## config.mk

```make
export PLATFORM = sky130hd
export DESIGN_NAME = adc_par_sampler
export DESIGN_NICKNAME = d
export VERILOG_FILES = /design/src/rtl/adc_par_sampler.sv
export SDC_FILE = /design/constraint.sdc
export NUM_CORES = 1
export LEC_CHECK = 0
export CORE_ASPECT_RATIO = 0.6
export CORE_MARGIN = 2
export CORE_UTILIZATION = 50
export CTS_CLUSTER_SIZE = 12
export DETAILED_ROUTE_END_ITERATION = 12
export PLACE_DENSITY = 0.76
export SETUP_SLACK_MARGIN = 0.05
export SYNTH_ARGS = -nofsm -noshare
export SYNTH_HDL_FRONTEND = slang
export SYNTH_SLANG_ARGS = --single-unit
```

## constraint.sdc

```tcl
create_clock -name clk_100M -period 2.3 [get_ports clk_100M]
set_input_delay 0.23 -clock clk_100M [delete_from_list [all_inputs] [get_ports clk_100M]]
set_output_delay 0.23 -clock clk_100M [all_outputs]
set_load 0.02 [all_outputs]
```

## src/rtl/adc_par_sampler.sv

```systemverilog
// adc_par_sampler: self-timed controller for the parallel 1.8 V ADC.
// Power-up sequencing, rate timer, EOC timeout and 2^N averaging.
module adc_par_sampler #(
  parameter int DATA_W       = 8,
  parameter int PWRUP_CYC    = 16,
  parameter int CONV_LOW_CYC = 4,
  parameter int EOC_TIMEOUT  = 200,
  parameter int RD_LOW_CYC   = 6,
  parameter int RD_SETUP_CYC = 2,
  parameter int AVG_LOG2     = 0
) (
  input  logic              clk_100M,
  input  logic              Reset,
  input  logic              enable,
  input  logic [15:0]       period_cyc,
  input  logic              clear_err,
  input  logic              EOC_18,
  input  logic [DATA_W-1:0] DB_in,
  output logic              CONVST_18,
  output logic              RD_18,
  output logic              PD_18,
  output logic [DATA_W-1:0] sample_out,
  output logic              sample_valid,
  output logic              timeout_err,
  output logic              busy
);

  typedef enum logic [1:0] {
    IDLE,
    CONV,
    WAIT_EOC,
    READ
  } state_t;

  localparam int M1 = (CONV_LOW_CYC > RD_LOW_CYC) ?
                      CONV_LOW_CYC : RD_LOW_CYC;
  localparam int CNT_MAX = (M1 > EOC_TIMEOUT) ? M1 : EOC_TIMEOUT;
  localparam int CNT_W = $clog2(CNT_MAX + 1);
  localparam int PW_W  = $clog2(PWRUP_CYC + 1) + 1;
  localparam int ACC_W = DATA_W + AVG_LOG2;
  localparam int AC_W  = AVG_LOG2 + 1;
  localparam int NAVG  = 1 << AVG_LOG2;

  state_t             state;
  state_t             state_n;
  logic [CNT_W-1:0]   cnt;
  logic [CNT_W-1:0]   cnt_n;
  logic [15:0]        timer;
  logic [15:0]        timer_n;
  logic               convst_n;
  logic               rd_n;
  logic               to_set;
  logic               cap_en;
  logic               to_idle;
  logic               start_ok;
  logic               eoc_m;
  logic               eoc_s;
  logic [PW_W-1:0]    pwr_cnt;
  logic [DATA_W-1:0]  cap_data;
  logic               cap_vld;
  logic [ACC_W-1:0]   acc;
  logic [ACC_W-1:0]   acc_sum;
  logic [ACC_W-1:0]   avg_shift;
  logic [DATA_W-1:0]  avg_out;
  logic [AC_W-1:0]    avg_cnt;
  logic               avg_last;

  always_ff @(posedge clk_100M) begin
    if (Reset) begin
      pwr_cnt <= '0;
      PD_18   <= 1'b0;
    end else if (!PD_18) begin
      if (pwr_cnt == PW_W'(PWRUP_CYC - 1))
        PD_18 <= 1'b1;
      else
        pwr_cnt <= pwr_cnt + PW_W'(1);
    end
  end

  // Synchroniser idles high so reset never looks like an EOC.
  always_ff @(posedge clk_100M) begin
    if (Reset) begin
      eoc_m <= 1'b1;
      eoc_s <= 1'b1;
    end else begin
      eoc_m <= EOC_18;
      eoc_s <= eoc_m;
    end
  end

  // Timer value 1 expires too, so a start lands exactly period_cyc later.
  assign start_ok = PD_18 && enable && (timer <= 16'd1);
  assign to_idle  = (state != IDLE) && (state_n == IDLE);

  always_comb begin
    state_n  = state;
    cnt_n    = cnt;
    convst_n = CONVST_18;
    rd_n     = RD_18;
    timer_n  = (timer != '0) ? timer - 16'd1 : '0;
    to_set   = 1'b0;
    cap_en   = 1'b0;
    unique case (state)
      IDLE: begin
        if (start_ok) begin
          state_n  = CONV;
          cnt_n    = '0;
          convst_n = 1'b0;
          timer_n  = period_cyc;
        end
      end
      CONV: begin
        if (cnt == CNT_W'(CONV_LOW_CYC - 1)) begin
          state_n  = WAIT_EOC;
          cnt_n    = '0;
          convst_n = 1'b1;
        end else begin
          cnt_n = cnt + CNT_W'(1);
        end
      end
      WAIT_EOC: begin
        if (!eoc_s) begin
          state_n = READ;
          cnt_n   = '0;
          rd_n    = 1'b0;
        end else if (cnt == CNT_W'(EOC_TIMEOUT - 1)) begin
          state_n = IDLE;
          cnt_n   = '0;
          to_set  = 1'b1;
        end else begin
          cnt_n = cnt + CNT_W'(1);
        end
      end
      READ: begin
        cap_en = (cnt == CNT_W'(RD_SETUP_CYC - 1));
        if (cnt == CNT_W'(RD_LOW_CYC - 1)) begin
          state_n = IDLE;
          cnt_n   = '0;
          rd_n    = 1'b1;
        end else begin
          cnt_n = cnt + CNT_W'(1);
        end
      end
    endcase
  end

  always_ff @(posedge clk_100M) begin
    if (Reset) begin
      state       <= IDLE;
      cnt         <= '0;
      timer       <= '0;
      CONVST_18   <= 1'b1;
      RD_18       <= 1'b1;
      timeout_err <= 1'b0;
      busy        <= 1'b0;
    end else begin
      state     <= state_n;
      cnt       <= cnt_n;
      timer     <= timer_n;
      CONVST_18 <= convst_n;
      RD_18     <= rd_n;
      busy      <= (state_n != IDLE);
      if (to_set)
        timeout_err <= 1'b1;
      else if (clear_err)
        timeout_err <= 1'b0;
    end
  end

  always_ff @(posedge clk_100M) begin
    if (Reset) begin
      cap_vld  <= 1'b0;
      cap_data <= '0;
    end else begin
      cap_vld <= cap_en;
      if (cap_en)
        cap_data <= DB_in;
    end
  end

  assign acc_sum   = acc + ACC_W'(cap_data);
  assign avg_shift = acc_sum >> AVG_LOG2;
  assign avg_out   = avg_shift[DATA_W-1:0];
  assign avg_last  = (avg_cnt == AC_W'(NAVG - 1));

  // A stopped run drops any partial average when it goes idle.
  always_ff @(posedge clk_100M) begin
    if (Reset) begin
      acc          <= '0;
      avg_cnt      <= '0;
      sample_out   <= '0;
      sample_valid <= 1'b0;
    end else begin
      sample_valid <= 1'b0;
      if (cap_vld) begin
        if (avg_last) begin
          sample_out   <= avg_out;
          sample_valid <= 1'b1;
          acc          <= '0;
          avg_cnt      <= '0;
        end else begin
          acc     <= acc_sum;
          avg_cnt <= avg_cnt + AC_W'(1);
        end
      end
      if (to_idle && !enable) begin
        acc     <= '0;
        avg_cnt <= '0;
      end
    end
  end

endmodule
```

# ---- After elaboration in Yosys (flattened, before gate mapping)
# Cells that the tools add are included.
dict set report word_totals {
  register_bits 66
  inputBits 29
  output_inout_bits 14
  wordCells 90
}
dict set report op_classes {
  add_sub_neg 5
  n_lt_le_gt_ge 1
  n_eq_ne 12
  mux 32
  bitwise_logic 4
  n_reduce_logical 19
}
# cell count
set ops {}
lappend ops {{$mux W16} 3}
lappend ops {{$mux W8} 6}
lappend ops {{$pmux W8 S4} 1}
lappend ops {{$le A16 B1 Y1 const B} 1}
lappend ops {{$reduce_bool A16 Y1} 1}
lappend ops {{$sub A16 B1 Y16 const B} 1}
lappend ops {{$mux W1} 14}
lappend ops {{$mux W2} 5}
lappend ops {{$reduce_bool A2 Y1} 5}
lappend ops {{$add A8 B1 Y8 const B} 1}
lappend ops {{$add A8 B8 Y8} 1}
lappend ops {{$eq A8 B1 Y1 const B} 1}
lappend ops {{$eq A8 B2 Y1 const B} 1}
lappend ops {{$eq A8 B3 Y1 const B} 1}
lappend ops {{$eq A8 B8 Y1 const B} 1}
lappend ops {{$ne A2 B2 Y1 const B} 4}
lappend ops {{$pmux W2 S4} 1}
lappend ops {{$add A6 B1 Y6 const B} 1}
lappend ops {{$eq A6 B4 Y1 const B} 1}
lappend ops {{$reduce_and A3 Y1} 2}
lappend ops {{$eq A2 B2 Y1 const B} 2}
lappend ops {{$logic_and A1 B1 Y1} 4}
lappend ops {{$logic_not A2 Y1} 2}
lappend ops {{$not A1 Y1} 4}
lappend ops {{6 further kinds} 9}

# ---- Logic depth before layout (Yosys ltp)
# Gate-level depths: netlist of the first run.
dict set report logic_depth {
  depth_word 8
  mapped_depth 8
  mapped_depth_nobuf 7
}

# ---- Worst setup path before layout of the first run
# Ideal clock, no wire load.
dict set report synth_path {
  path_type {reg-to-reg}
  startpoint {register timer[0]}
  endpoint {register timer[10]}
  setup_time_ps 117
  arrival_ps 1780
  t_required_ps 2183
  setup_slack_ps 403
  path_stages_with_launch 8
  path_buffers 0
  synth_period_minus_slack_ps 1897
  path_cell_list {dfxtp_1 inv_1 ha_1 nor3b_1 nand2_1 or3_1 xnor2_1 a22o_1}
}
dict set report synth_via {
  elab_chain_cells 4
  elab_cells_between_ends 7
  classes_between {add/sub: 1; order compare: 1; mux: 3; reduce/logical: 2}
}
# element line
set synth_lines {}
lappend synth_lines {{from (decl)} 48} ;# logic [15:0] timer;
lappend synth_lines {{from (signal assigned)} 159} ;# timer <= timer_n;
lappend synth_lines {{$sub A16 B1 Y16, or another cell as far along} 100} ;# timer_n = (timer != '0) ? timer - 16'd1 : '0;
lappend synth_lines {{$mux W16 / $logic_and A1 B1 Y1 (equally long branches)} {100, 92}}
lappend synth_lines {{$mux W16} 105} ;# if (start_ok) begin
lappend synth_lines {{$mux W16 (*)} 103} ;# unique case (state)
# Every way passes the cells marked *; elsewhere a longest branch is shown, timed or not.
# A chain may end at the register's enable or synchronous reset.

# ---- Worst setup path after layout of the first run
dict set report layout_path {
  startpoint {register timer[0]}
  endpoint {register timer[14]}
}
# Same word-level chain as after synthesis.

==> out/qor.yml, run 1 <==
outcome: "finished, final reports clean"
cp-start-kind: "flop"
period_needed_ns: 1.96
synthArstFlopShare: 0
ant_nets: 0
dieArea_um2: 5850
switchingPower_uw: 970
crit_required_ns: 2.58
placed_cells: 391
crit_start: "timer[0]"
grtUsageTotal: 0.216
holdCritStartpoint: "Reset"
synth_nets: 322
grt.overflow.total: 0
setup_violations: 0
die_w_um: 97.4
path_clk_slew_ns: 0.06
cp_slowest_stage_delay_ns: 0.39
slew_violations: 0
ios: 43
syn_to_final_growth_pct: 26.4
powerDensity_nw_per_um2: 915
rr_startpoint: "timer[0]"
final_cells: 406
grt_pass1_wl_um: 9710
ys_ff_latch: 57
avgViaCountPerCell: 5.35
die_h_um: 60.0
wl_per_cell_um: 14.2
hold_class: "primary input to flop"
nNetsFinal: 371
finalCritPeriodShare: 0.854
clkLatencyLatePin_ns: 0.35
seqPwrFrac: 0.406
fp-row-count: 20
worstMarginPinSlew_ns: 0.688
synth_top_area_frac: 0.436
yosys_warnings: 0
rsz0062_at_grt: "no"
antenna_found_initial: 0
cts_num_sinks: 57
clockBufferDepth: 2
syn_inst: 287
worstSetupPathType: "flop to flop"
drt_iter0_drc: 83
cp_num_buf_inv: 1
maxCapViolations: 0
cts_buffers: 9
initial_core_util: 0.518
antenna_cells: 0
setup-tns-final_ns: 0
cts_resized: 0
max_freq_mhz: 509
ys_top_cells_by_area: "dfxtp_1 (44%), nor2_1 (5.5%), nand2_1 (4.6%)"
timing.slew.headroom: 0.535
coreArea_um2: 5050
power.internal_uw: 2060
worstSetupEndpointType: "flop"
crit_chain: "inv_1 > ha_1 > o211a_1 > and2_1 > o21a_1 > nor2_2 > a22o_1"
grt_max_degree: 29
post_cts_buffers: 0
switching_share: 0.321
synth_edf_count: 0
drc: 0
crit_fanout: 7
cts_hold_buf: 0
synth_ff_type: "dfxtp_1"
synthDistinctLibCells: 54
peakVddDrop_uv: 395
combPwrFrac: 0.311
dr_total_vias: 2173
finalHoldViolCount: 0
grt_pass1_vias: 2047
synth_top_cell_by_area: "dfxtp_1"
cts_max_level: 3
p_leak_uw: 0.00128
critPathTopFamily: "compound AO/OA/AOI/OAI gates"
drt-total-wl_um: 5770
pwr-share-clk: 0.283
synth.yosys.seq_area_share: 0.436
cts_root_buf: "clkbuf_8"
portBuffers: 42
layout-drive-gt1-share: 0.109
firstDrtPassIters: 4
cts_tree: "yes"
slowest_stage: "dfxtp_1"
place.gp.congestion: 0.844
syn_area_um2: 2620
hpwl_um: 3950
skew_ns: 0.00531
syn_area_per_cell_um2: 9.12
cp.arrival_ns: 2.25
synth_stat cells, types with 2 or more instances:
library cell  number
a2111oi_2          2
a211o_1            2
a21oi_1           13
a22o_1             7
a22oi_1            7
a31oi_1            2
a41oi_1            2
and2_1             2
and3_1             4
and3b_1            2
and4_1             2
buf_1              2
clkbuf_1           8
dfxtp_1           57
ha_1               6
inv_1              5
mux2i_1            9
nand2_1           32
nand2b_1           5
nand3_1            6
nand4_1            5
nor2_1            38
nor2b_1            5
nor3_1             5
nor3_2             2
nor3b_1            2
nor4_1             2
nor4_4             3
o211a_1            2
o211ai_1           2
o21ai_0            2
or2_2              3
or3_1              3
or4_1              2
xnor2_1           10
xor2_1             8
through the flow:
stage / hold slack [ns] / util / power, µW / worst slack [ns] / area, µm²
floorplan: 0.334 / - / 1930 / 0.403 / 2620
finish: 0.310 / 0.654 / 3030 / 0.336 / 3310
global placement: 0.392 / 0.618 / 2150 / 0.321 / 3120
global route: 0.328 / 0.654 / 3210 / 0.186 / 3310
detailed placement: 0.396 / 0.618 / 2170 / 0.212 / 3120
CTS: 0.297 / 0.654 / 3050 / 0.138 / 3300
routing by layer:
metal	track usage	up-vias	wire length, µm
met4	0.0952	0	78
li1	-	1116	-
met5	0	-	0
met2	0.320	52	2520
met3	0.0842	8	344
met1	0.284	997	2830
kinds of logic after synthesis:
family          Yosys count  share of synthesized area
compound gates           55                      0.158
simple gates            126                      0.259
fa+ha+maj                 6                     0.0287
flops                    57                      0.436
xor+xnor                 18                     0.0603
mux                       9                     0.0344
buf+inv                  16                     0.0234
final cells by class:
type | instances | area, µm²
Clock buffer | 12 | 165
Clock inverter | 3 | 15.0
Multi-Input combinational cell | 214 | 1420
Fill cell | 429 | 1750
Timing Repair Buffer | 49 | 468
Inverter | 5 | 18.8
Sequential cell | 57 | 1140
Tap cell | 66 | 82.6
state kept, by name (all words and copies together) (netlist names), 2 cells and up:
signal / flops
pwr_cnt: 6
timer: 16
cnt: 8
sample_out: 8
state: 2
cap_data: 8
final timing paths:
path,to,slack (ns),depth (start not counted)
setup / recovery,timer[14],0.34,7
hold / removal,pwr_cnt[4],0.31,2
setup reg to reg,timer[14],0.34,7
hold reg to reg,eoc_s,0.41,1
placed cells by master (no fill, tap or decap), types with 3 or more instances in the layout:
cell	instances
clkdlybuf4s50_1	41
nor3_1	5
a22oi_1	7
nand2_1	32
buf_4	7
nor2_1	37
xnor2_1	10
or3_1	3
nand2b_1	5
nor2b_1	5
and3_1	4
nand3_1	6
clkinv_2	3
inv_1	5
nor4_4	3
a21oi_1	13
mux2i_1	9
ha_1	6
nand4_1	5
dfxtp_1	57
a22o_1	7
xor2_1	8
or2_2	3
clkbuf_8	12
worst reg2reg max path: cells and delay by family, from the launching register on:
kind	cells	cell delay [ns]
adder cells (fa/ha/maj)	1	0.25
AO/OA/AOI/OAI	3	0.70
AND/OR/NAND/NOR	2	0.47
buffers and inverters	1	0.10
flip-flops	1	0.39
power groups by stage:
| stage | logic (µW) | registers (µW) | clock network, µW |
|---|---|---|---|
| finish | 941 | 1230 | 857 |
| global route | 1040 | 1250 | 921 |
| CTS | 942 | 1230 | 877 |
| detailed placement | 925 | 1250 | 0 |
| global placement | 909 | 1240 | 0 |
| floorplan | 707 | 1220 | 0 |
(Power assumes the default switching activity.)
==> inputs of run 2 (changes only) <==
--- a/config.mk
+++ b/config.mk
@@ -12,6 +12,7 @@
 export DETAILED_ROUTE_END_ITERATION = 12
 export PLACE_DENSITY = 0.76
 export SETUP_SLACK_MARGIN = 0.05
+export SLEW_MARGIN = 25
 export SYNTH_ARGS = -nofsm -noshare
 export SYNTH_HDL_FRONTEND = slang
 export SYNTH_SLANG_ARGS = --single-unit
==> results of run 2 <==
Final layout, timing and power as in run 1 (identical DEF).
==> inputs of run 3 (changes only) <==
--- a/config.mk
+++ b/config.mk
@@ -7,10 +7,11 @@
 export LEC_CHECK = 0
 export CORE_ASPECT_RATIO = 0.6
 export CORE_MARGIN = 2
-export CORE_UTILIZATION = 50
+export CORE_UTILIZATION = 53
 export CTS_CLUSTER_SIZE = 12
 export DETAILED_ROUTE_END_ITERATION = 12
-export PLACE_DENSITY = 0.76
+export GPL_TIMING_DRIVEN = 0
+export PLACE_DENSITY = 0.79
 export SETUP_SLACK_MARGIN = 0.05
 export SLEW_MARGIN = 25
 export SYNTH_ARGS = -nofsm -noshare
==> run 3 against run 2 <==
Against the previous run: combinational power down 1%; clock-buffer cell count is 1 lower; largest power group unchanged; worst hold slack better by 0.098 ns; global-route usage grew 1.2 points; critical endpoint is now timer[5]; final cell count increased by 0.49%; sequential power hardly changed; clock power grew 25%.
==> out/qor.yml, run 3 (same netlist as run 1, synthesis figures left out) <==
crit_required_ns: 2.51
whs_endpoint: "eoc_s"
peakVddDrop_uv: 418
critPathTopFamily: "compound AO/OA/AOI/OAI gates"
worstMarginPinSlew_ns: 0.647
final_core_util: 0.724
layout_common_cells: "dfxtp_1 (57), clkdlybuf4s50_1 (42), nor2_1 (37)"
grt_pass1_wl_um: 9450
cts_resized: 1
holdCritStartpoint: "eoc_m"
drc: 0
finalCritPeriodShare: 0.921
clkLatencyLatePin_ns: 0.34
fillCellCount: 381
period_needed_ns: 2.12
cp.arrival_ns: 2.33
crit_chain: "inv_1 > ha_1 > o211a_1 > and2_1 > and2_1 > buf_2 > a22oi_1 > nor2_1"
syn_to_final_growth_pct: 29.0
rsz0062_at_grt: "no"
timing.slew.headroom: 0.563
cts_hold_buf: 0
drt-total-wl_um: 5930
outcome: "finished, final reports clean"
cts_tree: "yes"
holdPathStages: 1
setup-tns-final_ns: 0
cts_num_sinks: 57
regMostFlops: "timer"
r2r_slack_ns: 0.18
slowest_stage: "dfxtp_1"
slew_violations: 0
multi_input_area_um2: 1440
die_w_um: 94.7
worstSetupPathType: "flop to flop"
dieArea_um2: 5530
wl_per_cell_um: 14.5
antenna_found_initial: 0
finalHoldViolCount: 0
cp-start-kind: "flop"
ant_nets: 0
seq_area_um2: 1140
portBuffers: 42
p_leak_uw: 0.00129
hold_class: "flop to flop"
skew_ns: 0.00593
fp-row-count: 19
layout-drive-gt1-share: 0.0957
coreArea_um2: 4660
reg2reg_depth: 8
nNetsFinal: 375
path_common_cell: "and2_1"
rr_startpoint: "timer[0]"
worstSetupEndpointType: "flop"
grt_pass1_vias: 2071
layout_commonest_cell: "dfxtp_1"
powerDensity_nw_per_um2: 955
firstDrtPassIters: 4
cp_slowest_stage_delay_ns: 0.42
path_clk_slew_ns: 0.07
hpwl_um: 4140
antenna_cells: 0
grtUsageTotal: 0.228
grt_max_degree: 11
cts_buffers: 9
timing.rr.end: "timer[5]"
cp_num_buf_inv: 2
grt.overflow.total: 0
place.gp.congestion: 0.909
avgViaCountPerCell: 5.50
post_cts_buffers: 0
setup_violations: 0
cts_max_level: 3
ios: 43
die_h_um: 58.4
clockBufferDepth: 2
maxCapViolations: 0
drt_iter0_drc: 101
dr_total_vias: 2243
initial_core_util: 0.561
cts_root_buf: "clkbuf_8"
largest_register_ffs: 16
crit_fanout: 10
max_freq_mhz: 472
-- run 3: cell count changes in the layout (fill, tap and decap cells not counted), sizes merged --
cell / before / now
clkbuf: 12 / 19
clkinvlp: 0 / 1
bufinv: 0 / 2
buf: 8 / 3
clkinv: 3 / 2
clkdlybuf4s50: 41 / 42
-- run 3: how the worst max path moves through the flow --
stage	depth (start not counted)	end	from
final	8	timer[5]	timer[0]
after global routing	7	timer[3]	timer[0]
after CTS	7	timer[3]	timer[0]
after detailed placement	7	timer[10]	timer[0]
after global placement	7	timer[10]	timer[0]
after floorplan	7	timer[10]	timer[0]
-- run 3: final cells by class --
cell class | count | area share
multi-input cells | 214 | 0.428
flip-flops and latches | 57 | 0.338
repair buffers | 42 | 0.125
clock buffers | 11 | 0.0449
well taps | 63 | 0.0234
clock inverters | 5 | 0.0230
plain buffers | 11 | 0.0126
inverters | 5 | 0.00556
-- run 3: worst reg2reg max path: stages (launching register included) --
cell,delay [ns]
dfxtp_1,0.42
inv_1,0.12
ha_1,0.26
o211a_1,0.33
and2_1,0.23
and2_1,0.16
buf_2,0.19
a22oi_1,0.23
nor2_1,0.05
-- run 3: metrics by stage --
step                instance area, µm²  worst slack, ns  total power, µW  hold WS [ns]  cells
floorplan                         2620            0.403             1930         0.334    287
global placement                  3120           0.0945             2100         0.393    392
detailed placement                3120           0.0349             2140         0.393    392
CTS                               3350           0.0545             3210         0.408    408
global route                      3370           0.0469             3400         0.424    408
finish                            3370            0.181             3220         0.407    408
-- run 3: per-layer routing --
metal  share of wire  global-route usage  vias up
met5               0                   0        -
met4          0.0081              0.0621        0
met3           0.068              0.0948        6
met2            0.44               0.360       70
met1            0.48               0.292     1041
li1                -                   -     1126
-- run 3: where the power goes --
part / internal [µW] / switching [µW]
Clock: 665 / 402
Sequential: 1100 / 130
Combinational: 461 / 466
